File: src/rtl/mem_addr_gen.sv
// mem_addr_gen: bounded address sequencer for the memory display path.
// Walks [lo..hi] with a programmable step in wrap-up, wrap-down or one-shot mode
// and flags wrap/done events alongside the address.
// Optional build macro: MEM_ADDR_GEN_PINGPONG_EN (mode 11 = ping-pong; otherwise
// mode 11 is an alias of mode 00).
module mem_addr_gen #(
  parameter int AW     = 8,
  parameter int STEP_W = 4
) (
  input  logic              clk,
  input  logic              rst,
  input  logic              start,
  input  logic              en,
  input  logic              stop,
  input  logic [AW-1:0]     lo,
  input  logic [AW-1:0]     hi,
  input  logic [STEP_W-1:0] step,
  input  logic [1:0]        mode,
  output logic [AW-1:0]     addr,
  output logic              valid,
  output logic              wrap,
  output logic              done,
  output logic              cfg_err
);

  typedef enum logic [1:0] {
    S_IDLE = 2'd0,
    S_UP   = 2'd1,
    S_DN   = 2'd2,
    S_DONE = 2'd3
  } state_t;

  typedef enum logic [1:0] {
    M_WRAP_UP  = 2'b00,
    M_WRAP_DN  = 2'b01,
    M_ONESHOT  = 2'b10,
    M_PINGPONG = 2'b11
  } mode_t;

  state_t              state, state_d;
  logic [AW-1:0]       addr_d;
  logic                wrap_d;
  logic                cfg_err_d;
  logic [AW-1:0]       lo_q, lo_d;
  logic [AW-1:0]       hi_q, hi_d;
  logic [STEP_W-1:0]   step_q, step_d;
  mode_t               mode_q, mode_d;

  // Bound checks use one extra bit so addr+step never silently wraps past 2^AW.
  logic [AW:0]         up_sum;
  logic [AW:0]         dn_floor;
  logic                up_over;
  logic                dn_under;
  logic [AW-1:0]       dn_next;

  // Step arithmetic against the latched configuration.
  always_comb begin
    up_sum   = {1'b0, addr} + (AW+1)'(step_q);
    dn_floor = {1'b0, lo_q} + (AW+1)'(step_q);
    up_over  = up_sum > {1'b0, hi_q};
    dn_under = {1'b0, addr} < dn_floor;
    dn_next  = addr - AW'(step_q);
  end

  // Next-state and next-output logic; start has priority over stop and en.
  always_comb begin
    state_d   = state;
    addr_d    = addr;
    wrap_d    = 1'b0;
    cfg_err_d = cfg_err;
    lo_d      = lo_q;
    hi_d      = hi_q;
    step_d    = step_q;
    mode_d    = mode_q;

    if (start) begin
      if (lo > hi) begin
        state_d   = S_IDLE;
        cfg_err_d = 1'b1;
      end else begin
        cfg_err_d = 1'b0;
        lo_d      = lo;
        hi_d      = hi;
        step_d    = (step == '0) ? STEP_W'(1) : step;
        mode_d    = mode_t'(mode);
        if (mode_t'(mode) == M_WRAP_DN) begin
          state_d = S_DN;
          addr_d  = hi;
        end else begin
          state_d = S_UP;
          addr_d  = lo;
        end
      end
    end else if (stop) begin
      state_d = S_IDLE;
    end else if (en) begin
      case (state)
        S_UP: begin
          if (up_over) begin
            wrap_d = 1'b1;
            if (mode_q == M_ONESHOT) begin
              state_d = S_DONE;
`ifdef MEM_ADDR_GEN_PINGPONG_EN
            end else if (mode_q == M_PINGPONG) begin
              // Reverse: max(addr-step, lo); dn_under means addr-step < lo.
              state_d = S_DN;
              addr_d  = dn_under ? lo_q : dn_next;
`endif
            end else begin
              addr_d = lo_q;
            end
          end else begin
            addr_d = up_sum[AW-1:0];
          end
        end
        S_DN: begin
          if (dn_under) begin
            wrap_d = 1'b1;
`ifdef MEM_ADDR_GEN_PINGPONG_EN
            if (mode_q == M_PINGPONG) begin
              // Reverse: min(addr+step, hi).
              state_d = S_UP;
              addr_d  = up_over ? hi_q : up_sum[AW-1:0];
            end else begin
              addr_d = hi_q;
            end
`else
            addr_d = hi_q;
`endif
          end else begin
            addr_d = dn_next;
          end
        end
        default: ;
      endcase
    end
  end

  // State, address, event and configuration registers.
  always_ff @(posedge clk or negedge rst) begin
    if (!rst) begin
      state   <= S_IDLE;
      addr    <= '0;
      wrap    <= 1'b0;
      cfg_err <= 1'b0;
      lo_q    <= '0;
      hi_q    <= '0;
      step_q  <= '0;
      mode_q  <= M_WRAP_UP;
    end else begin
      state   <= state_d;
      addr    <= addr_d;
      wrap    <= wrap_d;
      cfg_err <= cfg_err_d;
      lo_q    <= lo_d;
      hi_q    <= hi_d;
      step_q  <= step_d;
      mode_q  <= mode_d;
    end
  end

  assign valid = (state == S_UP) || (state == S_DN);
  assign done  = (state == S_DONE);

endmodule
File: config.mk
export PLATFORM = sky130hd
export DESIGN_NAME = mem_addr_gen
export DESIGN_NICKNAME = d
export VERILOG_FILES = /design/src/rtl/mem_addr_gen.sv
export SDC_FILE = /design/constraint.sdc
export NUM_CORES = 1
export LEC_CHECK = 0
export CAP_MARGIN = 20
export CELL_PAD_IN_SITES_DETAIL_PLACEMENT = 2
export CELL_PAD_IN_SITES_GLOBAL_PLACEMENT = 2
export CORE_MARGIN = 2
export CORE_UTILIZATION = 34
export CTS_CLUSTER_DIAMETER = 40
export DETAILED_ROUTE_END_ITERATION = 12
export PLACE_DENSITY = 0.82
export RECOVER_POWER = 25
export SYNTH_ARGS = -nofsm -noshare
export SYNTH_HDL_FRONTEND = slang
export SYNTH_SLANG_ARGS = --single-unit
File: constraint.sdc
create_clock -name clk -period 4.46 [get_ports clk]
set_input_delay 0.892 -clock clk [delete_from_list [all_inputs] [get_ports clk]]
set_output_delay 0.892 -clock clk [all_outputs]
set_load 0.02 [all_outputs]
Word-level counts from Yosys, hierarchy flattened
Cells that the tools add are included.
{ "totals": {"regBits": 34, "inputBits": 27, "output_inout_bits": 12, "wordCells": 59} }
{ "classes": {"add_sub_neg": 3, "n_lt_le_gt_ge": 3, "n_eq_ne": 8, "mux": 25, "bitwise_logic": 1, "reduce_logical": 11} }
{ "op_table": {"columns": ["op", "count"], "rows": [
  ["8-bit 2-to-1 mux", 8],
  ["8-bit by 4-bit adder with 9-bit output", 2],
  ["2-bit 2-to-1 mux", 8],
  ["8-bit one-hot mux with 2 select lines", 1],
  ["3-bit nonzero test", 5],
  ["9-bit by 8-bit greater-than comparator with 1-bit output", 1],
  ["8-bit by 9-bit less-than comparator with 1-bit output", 1],
  ["8-bit greater-than comparator", 1],
  ["8-bit by 4-bit subtractor with 8-bit output", 1],
  ["2-bit equality test, second input constant", 3],
  ["1-bit 2-to-1 mux", 6],
  ["5-bit AND reduction", 1],
  ["2-bit by 1-bit equality test with 1-bit output, second input constant", 2],
  ["4-bit zero test", 1],
  ["4-bit 2-to-1 mux", 1],
  ["2-bit inequality test, second input constant", 2],
  ["4-bit inequality test, second input constant", 1],
  ["4-bit AND reduction", 1],
  ["1-bit one-hot mux with 2 select lines", 1],
  ["2-bit AND reduction", 1],
  ["2-bit nonzero test", 1],
  ["1-bit logical OR", 1],
  ["1-bit NOT", 1]
]} }

Logic depth before layout (Yosys ltp)
{ "logic_depth": {"word_depth": 7, "depth_mapped": 16, "ltp_nobuf": 14} }

Least setup slack after synthesis
No wires, ideal clock.
{ "synth_timing": {"path_kind": "reg2reg", "start": "register addr[2]", "end": "register addr[0]", "setup_ns": 0.082, "arrival_time_ns": 3.586, "required_ns": 4.378, "slack_ns": 0.792, "stages_incl_launch_ff": 16, "n_path_buf": 2, "period_less_slack_ns": 3.668, "cell_sequence": "dfrtp_1 ha_1 buf_6 or3b_1 a31oi_1 o21ai_0 xnor2_1 ha_1 o21a_1 o21ai_0 a211o_1 and2_1 buf_6 mux2_4 a2111o_1 a31oi_1"} }
{ "synth_via": {"elab_chain_len": 7, "elab_cells_between_ends": 11, "classes_between": "1 x add/sub; 2 x order compare; 1 x eq/ne; 6 x mux; 1 x reduce/logical"} }
{ "synth_lines": {"columns": ["item", "line", "text"], "rows": [
  ["start, declared", "19", "output logic [AW-1:0] addr,"],
  ["start signal, assigned", "152", "addr <= addr_d;"],
  ["8-bit by 4-bit adder with 9-bit output", "58", "up_sum = {1'b0, addr} + (AW+1)'(step_q);"],
  ["9-bit by 8-bit greater-than comparator with 1-bit output", "60", "up_over = up_sum > {1'b0, hi_q};"],
  ["8-bit 2-to-1 mux", "99", "if (up_over) begin"],
  ["8-bit one-hot mux with 2 select lines", "97", "case (state)"],
  ["8-bit 2-to-1 mux", "96", "end else if (en) begin"],
  ["8-bit 2-to-1 mux", "94", "end else if (stop) begin"],
  ["8-bit 2-to-1 mux", "76", "if (start) begin"]
]} }
Parallel ways exist; a longest one is shown, timed or not. The select of a mux whose other input is x is not followed.
A chain may end at the register's enable or synchronous reset.

Worst setup path after layout
{ "layout_timing": {"start": "register addr[2]", "end": "register addr[3]"} }
Same word-level chain as after synthesis.

==> metrics.cfg <==
[routing]
ant_nets = 0
vias_per_cell = 5.66
dr.first_iter.drc_count = 54
dr_wl_met2_mm = 5.40
dr.max_layer_used = met4
firstDrtPassIters = 4
vias = 2804
totalWireLength_mm = 10.6
post_drt_wl_per_cell_um = 21.4
wl_met1_mm = 4.72
drcViolationCount = 0
dr_wl_met3_um = 375

[status]
failed_checks = max-capacitance violations, max-slew violations
status = complete, but fails checks

[floorplan]
die-area_um2 = 9500
io_pins = 39
dieHeight_um = 97.5
rows = 34
initial_utilization_pct = 34.6
core_area_um2 = 8590
die_w_um = 97.5

[clock_network]
tritoncts = yes
cts_root_buf = clkbuf_8
path_clk_slew_ns = 0.08
clk_path_buf_depth = 2
clk_latency_ns = 0.30
cts_buffers = 5
cts_setup_buffers = 0
cts.sinks = 34
htreeDepth = 2

[global_routing]
grt_pass1_vias = 3170
track_usage_pct = 23.3
grt_overflow = 0
grt_pass1_wl_mm = 17.5
antenna_found_initial = 0
grt_max_degree = 35

[logic_synthesis]
synth-seq-cells = 34
synth.distinct_cells = 51
postSynthCellCount = 351
syn_nets = 419
syn_avg_cell_area_um2 = 8.46
netlist_top_cells_count = 59 x nand2_1, 38 x ha_1, 34 x dfrtp_1, 30 x o21ai_0, 27 x inv_1
synth_flop_cell = dfrtp_1
yosysMostFrequentCell = nand2_1
yosysTopAreaCell = dfrtp_1
yosysSeqAreaShare_pct = 28.7
syn-cell-area_um2 = 2970
ys_async_sr_fraction_pct = 100
synth_area_leaders = dfrtp_1 29%, ha_1 16%, nand2_1 7.5%
synth-edff-count = 0
yosys_warnings = 0
synth_top_area_share_pct = 28.7

[placement]
io_buffers = 38
dpl.hpwl_mm = 8.09
dp_cells = 487
gp_congestion = 0.878

[worst_setup_path]
required_ns = 4.64
startpoint_type = flop
crit_fanout = 8
crit_type = flop to flop
cp_data_arrival_time_ns = 4.40
cp-end-kind = flop
ff2ff_path_depth = 13

[sta]
fin_worst_skew_ns = 0.00692
min_period_ns = 4.22
timing.final.crit_share_pct = 94.5
rsz0062_at_grt = no
fmax_mhz = 237
relSlewSlack_pct = -39.0
slew_viol_final = 35
finalSetupTns_ns = 0
hold_viol = 0
setup_violations = 0
tightest_slew_ns = 2.09

[finish]
nets = 454
syn2layout_area_growth_pct = 19.5
antenna_cells = 0
final_cells = 495
drive_gt1_share_pct = 7.49

[min_path]
hold-path-cell-count = 2
hp-class = flop to flop

[power_and_ir_drop]
vdd_drop_max_mv = 0.198
p_per_area_nw_per_um2 = 656
leakage_nw = 1.63

[job]
maxCapViolCount = 1

metal layers:
layer | GRT usage (%) | vias up
met5 | 0 | -
met4 | 4.81 | 0
met3 | 3.96 | 13
met2 | 41.1 | 60
met1 | 29.9 | 1435
li1 | - | 1296
flip-flops by register name, indices dropped and copies added, names as in the netlist:
signal,cells
step_q,4
cfg_err,1
lo_q,8
addr,8
state,2
wrap,1
hi_q,8
mode_q,2
critical path, stage by stage (launching register included):
cell and delay [ns]:
dfrtp_1 0.46, ha_1 0.44, or3b_1 0.42, a31oi_1 0.31, o21ai_0 0.16, xnor2_1 0.18, ha_1 0.31, nand4_1 0.14
or2_2 0.33, a32oi_1 0.30, and2_2 0.37, mux2_2 0.36, o21ai_0 0.21, o2bb2ai_1 0.10
cell usage in the layout, fill, tap and decap left out, types with 2 or more instances in the layout:
cell type and instances:
a211o_1 3, a31oi_1 3, nor2b_1 7, buf_4 3
nor3_1 6, clkbuf_8 6, nand2b_1 6, clkdlybuf4s50_1 37
o211ai_1 5, xnor2_1 9, and3_1 2, and2_1 2
o2bb2ai_1 2, fa_1 3, a211oi_1 2, o32a_1 2
inv_1 27, a21o_1 4, nand4_1 5, nand3_1 3
o21a_1 2, clkbuf_1 2, a221o_1 2, o21ai_0 30
nor2_2 2, mux2_2 6, mux2i_1 6, xor2_1 7
or2_2 3, o31ai_1 3, dfrtp_1 33, nor2_1 17
nand2_1 59, o21ai_1 2, ha_1 38, nor3b_1 2
a21oi_1 16
what timing repair did:
item | in CTS | in global routing
gates resized for setup | 0 | 4
setup endpoints to repair | 0 | 6
hold buffers | 0 | 0
cell families after synthesis:
family	count (synthesis)	synth area share [%]
and+or+nand+nor	117	18.2
AOI/OAI and AO/OA	89	19.8
buffers and inverters	41	5.77
adders and majority gates	41	18.0
DFF	34	28.7
xor gates and xnor gates	16	4.72
muxes	13	4.80
worst paths after layout:
kind,startpoint,end,slack [ns]
worst max-delay path,addr[2],addr[3],0.24
worst min-delay path,mode_q[1],mode_q[1],0.50
worst max register to register,addr[2],addr[3],0.24
worst min register to register,mode_q[1],mode_q[1],0.50
max in group asynchronous,rst,step_q[1],1.39
min in group asynchronous,rst,hi_q[6],1.73
final cells by class:
type	count	area (µm²)
fillers	974	5040
inverters	27	101
well taps	108	135
repair buffers	42	407
flip-flops and latches	34	852
multi-input cells	276	1960
clock buffers	7	86.3
clock inverters	1	5.00
power breakdown:
| part | switching, W | leakage (nW) | total, W | internal (W) |
|---|---|---|---|---|
| Combinational | 0.000874 | 1.17 | 0.00155 | 0.000674 |
| Clock | 0.000128 | 0.0482 | 0.000253 | 0.000125 |
| Sequential | 0.000140 | 0.415 | 0.000524 | 0.000385 |
| Total | 0.00114 | 1.63 | 0.00233 | 0.00118 |
per-stage QoR:
stage | util (%) | instance area, µm² | setup slack (ns) | hold WS (ns) | power, W
after global placement | 40.1 | 3450 | 0.427 | 0.469 | 0.00192
after detailed placement | 40.1 | 3450 | 0.185 | 0.476 | 0.00201
after floorplan | - | 2970 | 0.792 | 0.446 | 0.00154
final | 41.3 | 3550 | 0.244 | 0.498 | 0.00233
after global routing | 41.3 | 3550 | 0.0387 | 0.546 | 0.00252
after CTS | 41.2 | 3540 | 0.0131 | 0.497 | 0.00232
Power figures use the tool's default switching activity.
